## config.mk

```make
export PLATFORM = sky130hd
export DESIGN_NAME = gpio_pad_ctrl
export DESIGN_NICKNAME = d
export VERILOG_FILES = /design/src/rtl/gpio_pad_ctrl.sv
export SDC_FILE = /design/constraint.sdc
export NUM_CORES = 1
export LEC_CHECK = 0
export ABC_CLOCK_PERIOD_IN_PS = 1600
export BUFFER_PORTS_ARGS = -buffer_cell sky130_fd_sc_hd__buf_2
export CORE_ASPECT_RATIO = 0.6
export CORE_MARGIN = 8
export CORE_UTILIZATION = 45
export DETAILED_ROUTE_END_ITERATION = 6
export PLACE_DENSITY = 0.68
export SYNTH_ARGS = -nofsm -noshare
export SYNTH_HDL_FRONTEND = slang
export SYNTH_SLANG_ARGS = --single-unit
```

## constraint.sdc

```tcl
create_clock -name io_sys_clock -period 1.6 [get_ports io_sys_clock]
set_input_delay 0.16 -clock io_sys_clock [delete_from_list [all_inputs] [get_ports io_sys_clock]]
set_output_delay 0.16 -clock io_sys_clock [all_outputs]
set_load 0.05 [all_outputs]
```

## src/rtl/gpio_pad_ctrl.sv

```systemverilog
// GPIO pad controller: per-pin input/push-pull/open-drain output drive, input
// synchroniser, glitch filter and W1C rise/fall edge interrupts.
module gpio_pad_ctrl #(
  parameter int unsigned PIN_COUNT    = 15,
  parameter int unsigned SYNC_STAGES  = 2,
  parameter int unsigned FILTER_WIDTH = 8
) (
  input  logic                     io_sys_clock,
  input  logic                     io_sys_reset,
  input  logic [PIN_COUNT-1:0]     io_pad_read,
  output logic [PIN_COUNT-1:0]     io_pad_write,
  output logic [PIN_COUNT-1:0]     io_pad_writeEnable,
  input  logic [PIN_COUNT-1:0]     io_out_value,
  input  logic [2*PIN_COUNT-1:0]   io_mode,
  input  logic [FILTER_WIDTH-1:0]  io_filterLimit,
  output logic [PIN_COUNT-1:0]     io_in_value,
  input  logic [PIN_COUNT-1:0]     io_irq_riseEn,
  input  logic [PIN_COUNT-1:0]     io_irq_fallEn,
  input  logic [PIN_COUNT-1:0]     io_irq_clear,
  output logic [PIN_COUNT-1:0]     io_irq_pending,
  output logic                     io_irq
);

  localparam logic [1:0] MODE_PUSH_PULL  = 2'b01;
  localparam logic [1:0] MODE_OPEN_DRAIN = 2'b10;

  logic [PIN_COUNT-1:0]    r_pad_write;
  logic [PIN_COUNT-1:0]    r_pad_we;
  logic [PIN_COUNT-1:0]    r_sync [SYNC_STAGES];
  logic [FILTER_WIDTH-1:0] r_cnt [PIN_COUNT];
  logic [PIN_COUNT-1:0]    r_in_value;
  logic [PIN_COUNT-1:0]    r_prev;
  logic [PIN_COUNT-1:0]    r_pending;

  logic [PIN_COUNT-1:0]    w_pad_write;
  logic [PIN_COUNT-1:0]    w_pad_we;
  logic [PIN_COUNT-1:0]    w_sync;
  logic [FILTER_WIDTH-1:0] w_limit_m1;
  logic [PIN_COUNT-1:0]    w_set;

  // Per-pin drive decode; reserved mode behaves as input.
  always_comb begin
    w_pad_write = '0;
    w_pad_we    = '0;
    for (int i = 0; i < PIN_COUNT; i++) begin
      case (io_mode[2*i +: 2])
        MODE_PUSH_PULL: begin
          w_pad_write[i] = io_out_value[i];
          w_pad_we[i]    = 1'b1;
        end
        MODE_OPEN_DRAIN: begin
          w_pad_write[i] = 1'b0;
          w_pad_we[i]    = ~io_out_value[i];
        end
        default: begin
          w_pad_write[i] = 1'b0;
          w_pad_we[i]    = 1'b0;
        end
      endcase
    end
  end

  always_ff @(posedge io_sys_clock or negedge io_sys_reset) begin
    if (!io_sys_reset) begin
      r_pad_write <= '0;
      r_pad_we    <= '0;
    end else begin
      r_pad_write <= w_pad_write;
      r_pad_we    <= w_pad_we;
    end
  end

  always_ff @(posedge io_sys_clock or negedge io_sys_reset) begin
    if (!io_sys_reset) begin
      for (int s = 0; s < SYNC_STAGES; s++) r_sync[s] <= '0;
    end else begin
      r_sync[0] <= io_pad_read;
      for (int s = 1; s < SYNC_STAGES; s++) r_sync[s] <= r_sync[s-1];
    end
  end

  assign w_sync = r_sync[SYNC_STAGES-1];

  // A limit of 0 is treated as 1, so the threshold L-1 bottoms out at 0.
  assign w_limit_m1 = (io_filterLimit == '0) ? '0
                                             : io_filterLimit - FILTER_WIDTH'(1);

  // Threshold is compared with >= so a lowered limit takes effect at once.
  always_ff @(posedge io_sys_clock or negedge io_sys_reset) begin
    if (!io_sys_reset) begin
      r_in_value <= '0;
      for (int i = 0; i < PIN_COUNT; i++) r_cnt[i] <= '0;
    end else begin
      for (int i = 0; i < PIN_COUNT; i++) begin
        if (w_sync[i] == r_in_value[i]) begin
          r_cnt[i] <= '0;
        end else if (r_cnt[i] >= w_limit_m1) begin
          r_in_value[i] <= w_sync[i];
          r_cnt[i]      <= '0;
        end else begin
          r_cnt[i] <= r_cnt[i] + FILTER_WIDTH'(1);
        end
      end
    end
  end

  assign w_set = (~r_prev & r_in_value & io_irq_riseEn)
               | (r_prev & ~r_in_value & io_irq_fallEn);

  // New events win over a coincident clear.
  always_ff @(posedge io_sys_clock or negedge io_sys_reset) begin
    if (!io_sys_reset) begin
      r_prev    <= '0;
      r_pending <= '0;
    end else begin
      r_prev    <= r_in_value;
      r_pending <= (r_pending & ~io_irq_clear) | w_set;
    end
  end

  assign io_pad_write       = r_pad_write;
  assign io_pad_writeEnable = r_pad_we;
  assign io_in_value        = r_in_value;
  assign io_irq_pending     = r_pending;
  assign io_irq             = |r_pending;

endmodule

```

# == Word level (Yosys, flattened, before mapping) ==
# Index checks and enable logic that the tools add are counted.
# W data, S select, Z words.
# op_classes
addsub,16
order_cmp,15
eq_ne,45
mux,61
bitwise_logic,40
n_reduce_logical,17
# ops
operator,n
$mux W8,31
$add A8 B1 Y8 const B,15
$ge A8 B8 Y1,15
$and A15 B15 Y15,5
$not A15 Y15,3
$eq A2 B1 Y1 const B,15
$eq A2 B2 Y1 const B,15
$not A1 Y1,30
$or A15 B15 Y15,2
$pmux W1 S2,15
$reduce_and A2 Y1,15
$eq A1 B1 Y1,15
$mux W1,15
$reduce_or A15 Y1,1
$logic_not A8 Y1,1
$sub A8 B1 Y8 const B,1
# word_totals
ff_bits,225
inputBits,115
output_inout_bits,61

# == Depth between registers and ports, before layout ==
# Gate-level depths: netlist (run 1).
# logic_depth
depth_word,5
depth_mapped,10

# == Worst setup path before layout (run 1) ==
# Ideal clock, no wire load.
# synth_path
path_kind,input-to-reg
start,in io_filterLimit[3]
end,reg r_cnt[2] (netlist bit)
setup_time_ps,72
t_arrival_ps,2584
t_required_ps,1528
path_slack_ps,-1056
stages,9
cell_sequence,nor3_2 nand3_1 nor3_1 mux2i_1 ha_1 a21o_1 a311oi_1 o31ai_2 nor2_1
# synth_via
elab_chain_cells,5
word_cells_on_any_way,6
# synth_lines
item,line,rtl
"start, declared",15,"input logic [FILTER_WIDTH-1:0] io_filterLimit,"
$sub A8 B1 Y8 or $logic_not A8 Y1 (tied branches),"86, 85",
$mux W8 (*),85,assign w_limit_m1 = (io_filterLimit == '0) ? '0
$ge A8 B8 Y1 (*),97,end else if (r_cnt[i] >= w_limit_m1) begin
$mux W8 (*),97,
$mux W8 (*),95,if (w_sync[i] == r_in_value[i]) begin
"end signal, assigned by index",101,r_cnt[i] <= r_cnt[i] + FILTER_WIDTH'(1);
"end, declared",30,logic [FILTER_WIDTH-1:0] r_cnt [PIN_COUNT];
# Every way passes the cells marked *; elsewhere a longest branch is shown, timed or not.
# A chain may end at the register's enable or synchronous reset.

# == Final worst setup path (run 1) ==
# layout_path
start,in io_filterLimit[2]
end,reg r_cnt[81] (netlist bit)
# The elaborated chain is that of the path after synthesis.

==> reports/metrics.cfg, run 1 <==
[power]
pwr_density_cell_nw_per_um2=1230
total_power_mw=23.9
ir_drop_v=0.00105
switching_share_pct=37.5
clockPowerShare_pct=25.2
intPower_mw=14.9
leakagePower_nw=9.18
switchingPower_mw=8.96
p_seq_share_pct=32.0
combinationalPowerShare_pct=42.8

[grt]
grt_pass1_vias=11411
global_route.overflow_total=0
grt.total_usage_pct=21.7
grt_max_degree=57
antenna_found_initial=0
grt_pass1_wl_um=58800

[cells_and_area]
areaGrowthSynthToFinish_pct=57.1
fill_cells=1781
drive_gt1_share_pct=40.7
layout.nets=1944
final_util_pct=71.0

[critical_path]
worst_setup_path_end_kind=register
worstSetupPathType=primary input to register
reg2reg_to=r_cnt[81]
crit_required_ns=2.04
worstSetupEndpoint=r_cnt[81]
cp-startpoint=io_filterLimit[2]
cp-start-kind=primary input
path_max_fanout=8
reg2reg_slack_ns=-0.20
critPathArrivalTime_ns=2.54
ff2ff_path_depth=7
timing.rr.start=r_cnt[81]

[clocking]
clk_latency_ns=0.54
cts_made_buffers=25
clockRootBuffer=clkbuf_16
h-tree-depth=1
clk_pin_slew_ns=0.06
clockBufferDepth=3
clock_sinks=225
cts_tree=yes

[synthesis]
synth_area_leaders=dfrtp_1 (46%), ha_1 (17%), xor2_1 (5.1%)
ys_seq_area_share_pct=45.7
syn_inst=1135
synth-edff-count=0
syn_area_per_cell_sq_um=10.9
yosys.area.top_type=dfrtp_1
syn-num-nets=1416
syn-cell-area_sq_um=12300
ys.flop_type=dfrtp_1
async_flop_share_pct=100
synth_top_area_share_pct=45.7
ys_top_cells_by_count=dfrtp_1 (225), ha_1 (166), inv_1 (102)
synth_warnings=0
synth_most_common_cell=dfrtp_1
synth.distinct_cells=36
ys_seq_elements=225

[routing]
postRouteAntennaNets=0
dr.first_iter.drc_count=605
vias_per_cell=5.32
drc=0
wl_um=38500
dr_total_vias=10894
firstDrtPassIters=5
detail_route.wl_per_cell_um=18.8

[sta]
timing.final.crit_period_ns=2.10
finClkSkew_ns=0.0115
worst_slew_pin_slew_ns=0.504
max_freq_mhz=476
setup_viol=136
hold_viol_final=0
drv_slew=0
rsz0062_at_grt=true
min_period_over_period_pct=131
tns_ns=-46.91
maxSlewHeadroom_pct=66.4
setup_ws_ns=-0.501

[floorplan]
die_w_um=230
chipHeight_um=144
design.portCount=176
start_util_pct=45.2
die-area_sq_um=33100
core.rowCount=47
core_region_area_sq_um=27300

[hold_path]
min_path_type=primary input to register

[placement]
place_congestion=0.835
dp_hpwl_um=22800
port_buffers=175

[flow_run]
maxCapViolCount=0

[status]
violations=negative setup slack
outcome=finished with violations

[worst min-delay path by stage]
stage | from | to | slack (ns) | cells after the start
2_1_floorplan | io_sys_reset | io_in_value[0] | -0.14 | 0
3_3_place_gp | io_sys_reset | io_pad_write[8] | 0.12 | 1
3_5_place_dp | io_sys_reset | io_pad_write[8] | 0.12 | 1
4_1_cts | io_mode[18] | io_pad_write[9] | 0.006 | 3
5_1_grt | io_mode[18] | io_pad_write[9] | 0.03 | 3
6_report | io_mode[18] | io_pad_write[9] | 0.02 | 3
[cells in the final DEF, fill, tap and decap left out, types with 11 or more instances in the layout]
cell type      Yosys  routed
and3_1            40      33
ha_4               0      48
xnor2_1           37      36
nor2_1            62      57
nand3b_1          16      16
buf_12             0      15
dfrtp_1          225     225
nor3_2             1      56
nand2_1           50      37
a31oi_4            0      15
nand4_1           16      16
buf_6              0      30
o221ai_1          15      15
nand3_1           61      60
inv_1            102     100
clkbuf_16          0      25
buf_2              0     170
dlygate4sd3_1      0      94
ha_1             166     117
o21a_1            15      14
and2_1            16      15
nor3_4             0      16
o211ai_1          20      20
xor2_1            72      72
buf_4              0     180
nand2_4            0      11
a21oi_1           36      26
[cells by family (layout without fill, tap and decap cells)]
kind of cell / after synthesis / in the layout / synth area share, %
AO/OA/AOI/OAI: 151 / 158 / 10.0
XOR/XNOR: 109 / 109 / 7.74
adder cells (fa/ha/maj): 166 / 166 / 16.8
buffers and inverters: 102 / 639 / 3.10
flip-flops: 225 / 225 / 45.7
multiplexers: 6 / 6 / 0.538
other: 0 / 1 / 0
AND/OR/NAND/NOR: 376 / 377 / 16.1
[worst max-delay path, stage by stage]
cell and delay, ns:
buf_8 0.10, nor3_4 0.20, nand3b_1 0.13, or3_4 0.43, nand2b_4 0.13, buf_12 0.17
ha_4 0.21, buf_4 0.12, and3_1 0.17, o21ai_2 0.16, a31oi_2 0.13, buf_6 0.18
nor3b_2 0.23
[layout make-up]
type                    count  area [sq um]  share of cell area, %
inverters                 102           388                   2.00
flip-flops and latches    225          5630                   29.1
clock buffers              31           688                   3.55
multi-input cells         816          8190                   42.3
clock inverters            13           164                  0.846
repair buffers            493          3850                   19.9
diodes                      1          2.50                 0.0129
well taps                 367           459                   2.37
[power by group through the flow]
| stage | clock (mW) | sequential (mW) | combinational (mW) |
|---|---|---|---|
| after CTS | 6.13 | 7.57 | 9.19 |
| after detailed placement | 0 | 7.56 | 7.13 |
| final | 6.02 | 7.64 | 10.2 |
| after global routing | 6.37 | 7.77 | 11.0 |
| after floorplan | 0 | 8.71 | 3.12 |
| after global placement | 0 | 7.53 | 6.90 |
[state kept, by name, summed over array words and instances (netlist names)]
name                cells
r_cnt                 120
r_sync                 15
io_in_value            15
io_pad_write           15
io_irq_pending         15
r_prev                 15
w_sync                 15
io_pad_writeEnable     15
[repair_timing]
item / in CTS / in global routing
setup endpoints to repair: 137 / 136
endpoints found under the hold margin: 259 / 0
gates cloned: 10 / 0
resized for setup: 224 / 86
pin swaps: 161 / 91
hold buffers: 94 / 0
setup buffers: 32 / 18
[through the flow]
step,instances,hold slack (ns),setup slack [ns],instance area [sq um]
3_3_place_gp,1854,0.122,-1.06,15200
2_1_floorplan,1135,-0.136,-0.704,12400
3_5_place_dp,1854,0.124,-1.13,15200
4_1_cts,2034,0.00553,-0.425,18800
6_report,2048,0.0177,-0.501,19400
5_1_grt,2047,0.0349,-0.556,19400
[metal layers]
| layer | track usage (%) | vias to the layer above | share of wire [%] |
|---|---|---|---|
| met1 | 28.5 | 5386 | 43 |
| met4 | 5.38 | 0 | 2.6 |
| met5 | 0 | - | 0 |
| met3 | 4.09 | 81 | 5.2 |
| met2 | 36.8 | 290 | 49 |
| li1 | - | 5137 | - |
(Power assumes the default switching activity.)
==> run 2, diff against run 1 <==
CORE_MARGIN = default   (was 8)
==> reports/metrics.cfg, run 2 (synthesis results as in run 1) <==
[cells_and_area]
stdcell_area_sq_um=19400
final_util_pct=72.6
layout_common_cells=dfrtp_1 (223), buf_4 (192), buf_2 (167), ha_1 (120), inv_1 (100)
drive_gt1_share_pct=40.8
largest_reg_flops=120
mostFrequentLayoutCell=dfrtp_1
diodes=0
areaGrowthSynthToFinish_pct=56.9
max_flop_register=r_cnt
layout.nets=1953

[clocking]
clock_sinks=225
clockRootBuffer=clkbuf_16
clk_latency_ns=0.53
cts_made_buffers=23
clk_pin_slew_ns=0.06
h-tree-depth=1
clockBufferDepth=3
cts_tree=yes

[sta]
worst_slew_pin_slew_ns=0.474
hold_viol_final=0
drv_slew=0
max_freq_mhz=443
holdWs_ns=0.0280
maxSlewHeadroom_pct=68.4
setup_ws_ns=-0.658
timing.final.crit_period_ns=2.26
setup_viol=136
rsz0062_at_grt=true
finClkSkew_ns=0.0166
min_period_over_period_pct=141

[hold_path]
min_path_type=primary input to register

[placement]
port_buffers=175
dp_hpwl_um=22000
place_congestion=0.833
postPlaceCellArea_sq_um=15300

[power]
pwr_density_cell_nw_per_um2=1200
leakagePower_nw=9.21
ir_drop_v=0.00109
total_power_mw=23.2

[floorplan]
core_region_area_sq_um=26600
die_w_um=216
die-area_sq_um=28100
start_util_pct=46.3
design.portCount=176
chipHeight_um=130
core.rowCount=46

[flow_run]
maxCapViolCount=0

[grt]
global_route.overflow_total=0
grt_max_degree=48
grt_pass1_wl_um=59100
grt_pass1_vias=11279
antenna_found_initial=0
grt.total_usage_pct=26.7

[routing]
vias_per_cell=5.33
postRouteAntennaNets=0
detail_route.wl_per_cell_um=18.7
firstDrtPassIters=7
drc=0
dr.first_iter.drc_count=624
wl_um=38300
dr_total_vias=10914

[status]
outcome=finished with violations
violations=negative setup slack

[critical_path]
worst_setup_path_end_kind=register
path_max_fanout=6
crit_required_ns=2.01
cp-start-kind=primary input
worstSetupPathType=primary input to register
critPathArrivalTime_ns=2.67

run 2: what timing repair did:
action	CTS	global route
setup buffers	40	15
endpoints found under the setup margin	136	137
hold buffers	91	0
pin swaps	151	73
hold endpoints to repair	264	0
cloned	7	1
gates resized for setup	243	76
run 2: area by class of cell:
class                      instances  area [sq um]
tap                              360           450
multi-input combinational        814          8130
clock inverter                     6          57.6
fill                            1740          7290
timing repair buffer             506          4040
sequential                       225          5630
inverter                         102           388
clock buffer                      33           653
run 2: per-stage QoR:
stage                     std cells  setup TNS, ns  worst slack [ns]
final                          2046         -71.30            -0.658
after global routing           2046         -79.65            -0.706
after CTS                      2032         -44.45            -0.463
after detailed placement       1855        -140.53             -1.18
after global placement         1855        -131.33             -1.13
after floorplan                1135         -87.74            -0.704
run 2: where the power goes:
group	internal, mW	switching (mW)
Sequential	6.66	1.03
Combinational	4.70	5.52
Clock	2.98	2.30
Total	14.4	8.85
run 2: critical path, stage by stage:
cell	delay, ns
buf_8	0.10
nor3_4	0.19
nand3b_1	0.20
or3_4	0.44
and2_4	0.24
buf_6	0.13
ha_4	0.20
nand2b_4	0.15
a2111oi_4	0.42
o31ai_2	0.10
mux2_1	0.32
run 2: worst paths after layout:
kind,cells after the start,endpoint,startpoint,slack [ns]
min in group asynchronous,2,io_pad_write[8],io_sys_reset,0.13
max in group asynchronous,3,io_pad_write[4],io_sys_reset,0.80
max reg2reg,7,io_in_value[14],r_cnt[0],-0.26
max,11,io_in_value[7],io_filterLimit[2],-0.66
min,3,io_pad_write[13],io_mode[26],0.03
min reg2reg,0,w_sync[3],r_sync[18],0.34
run 2: routing by layer:
metal | vias up | wire (um) | track usage, % | share of wire, %
li1 | 5144 | - | - | -
met1 | 5374 | 16700 | 36.2 | 44
met2 | 318 | 18600 | 44.4 | 48
met3 | 78 | 1910 | 4.22 | 5.0
met4 | 0 | 1140 | 8.22 | 3.0
met5 | - | 0 | 0 | 0
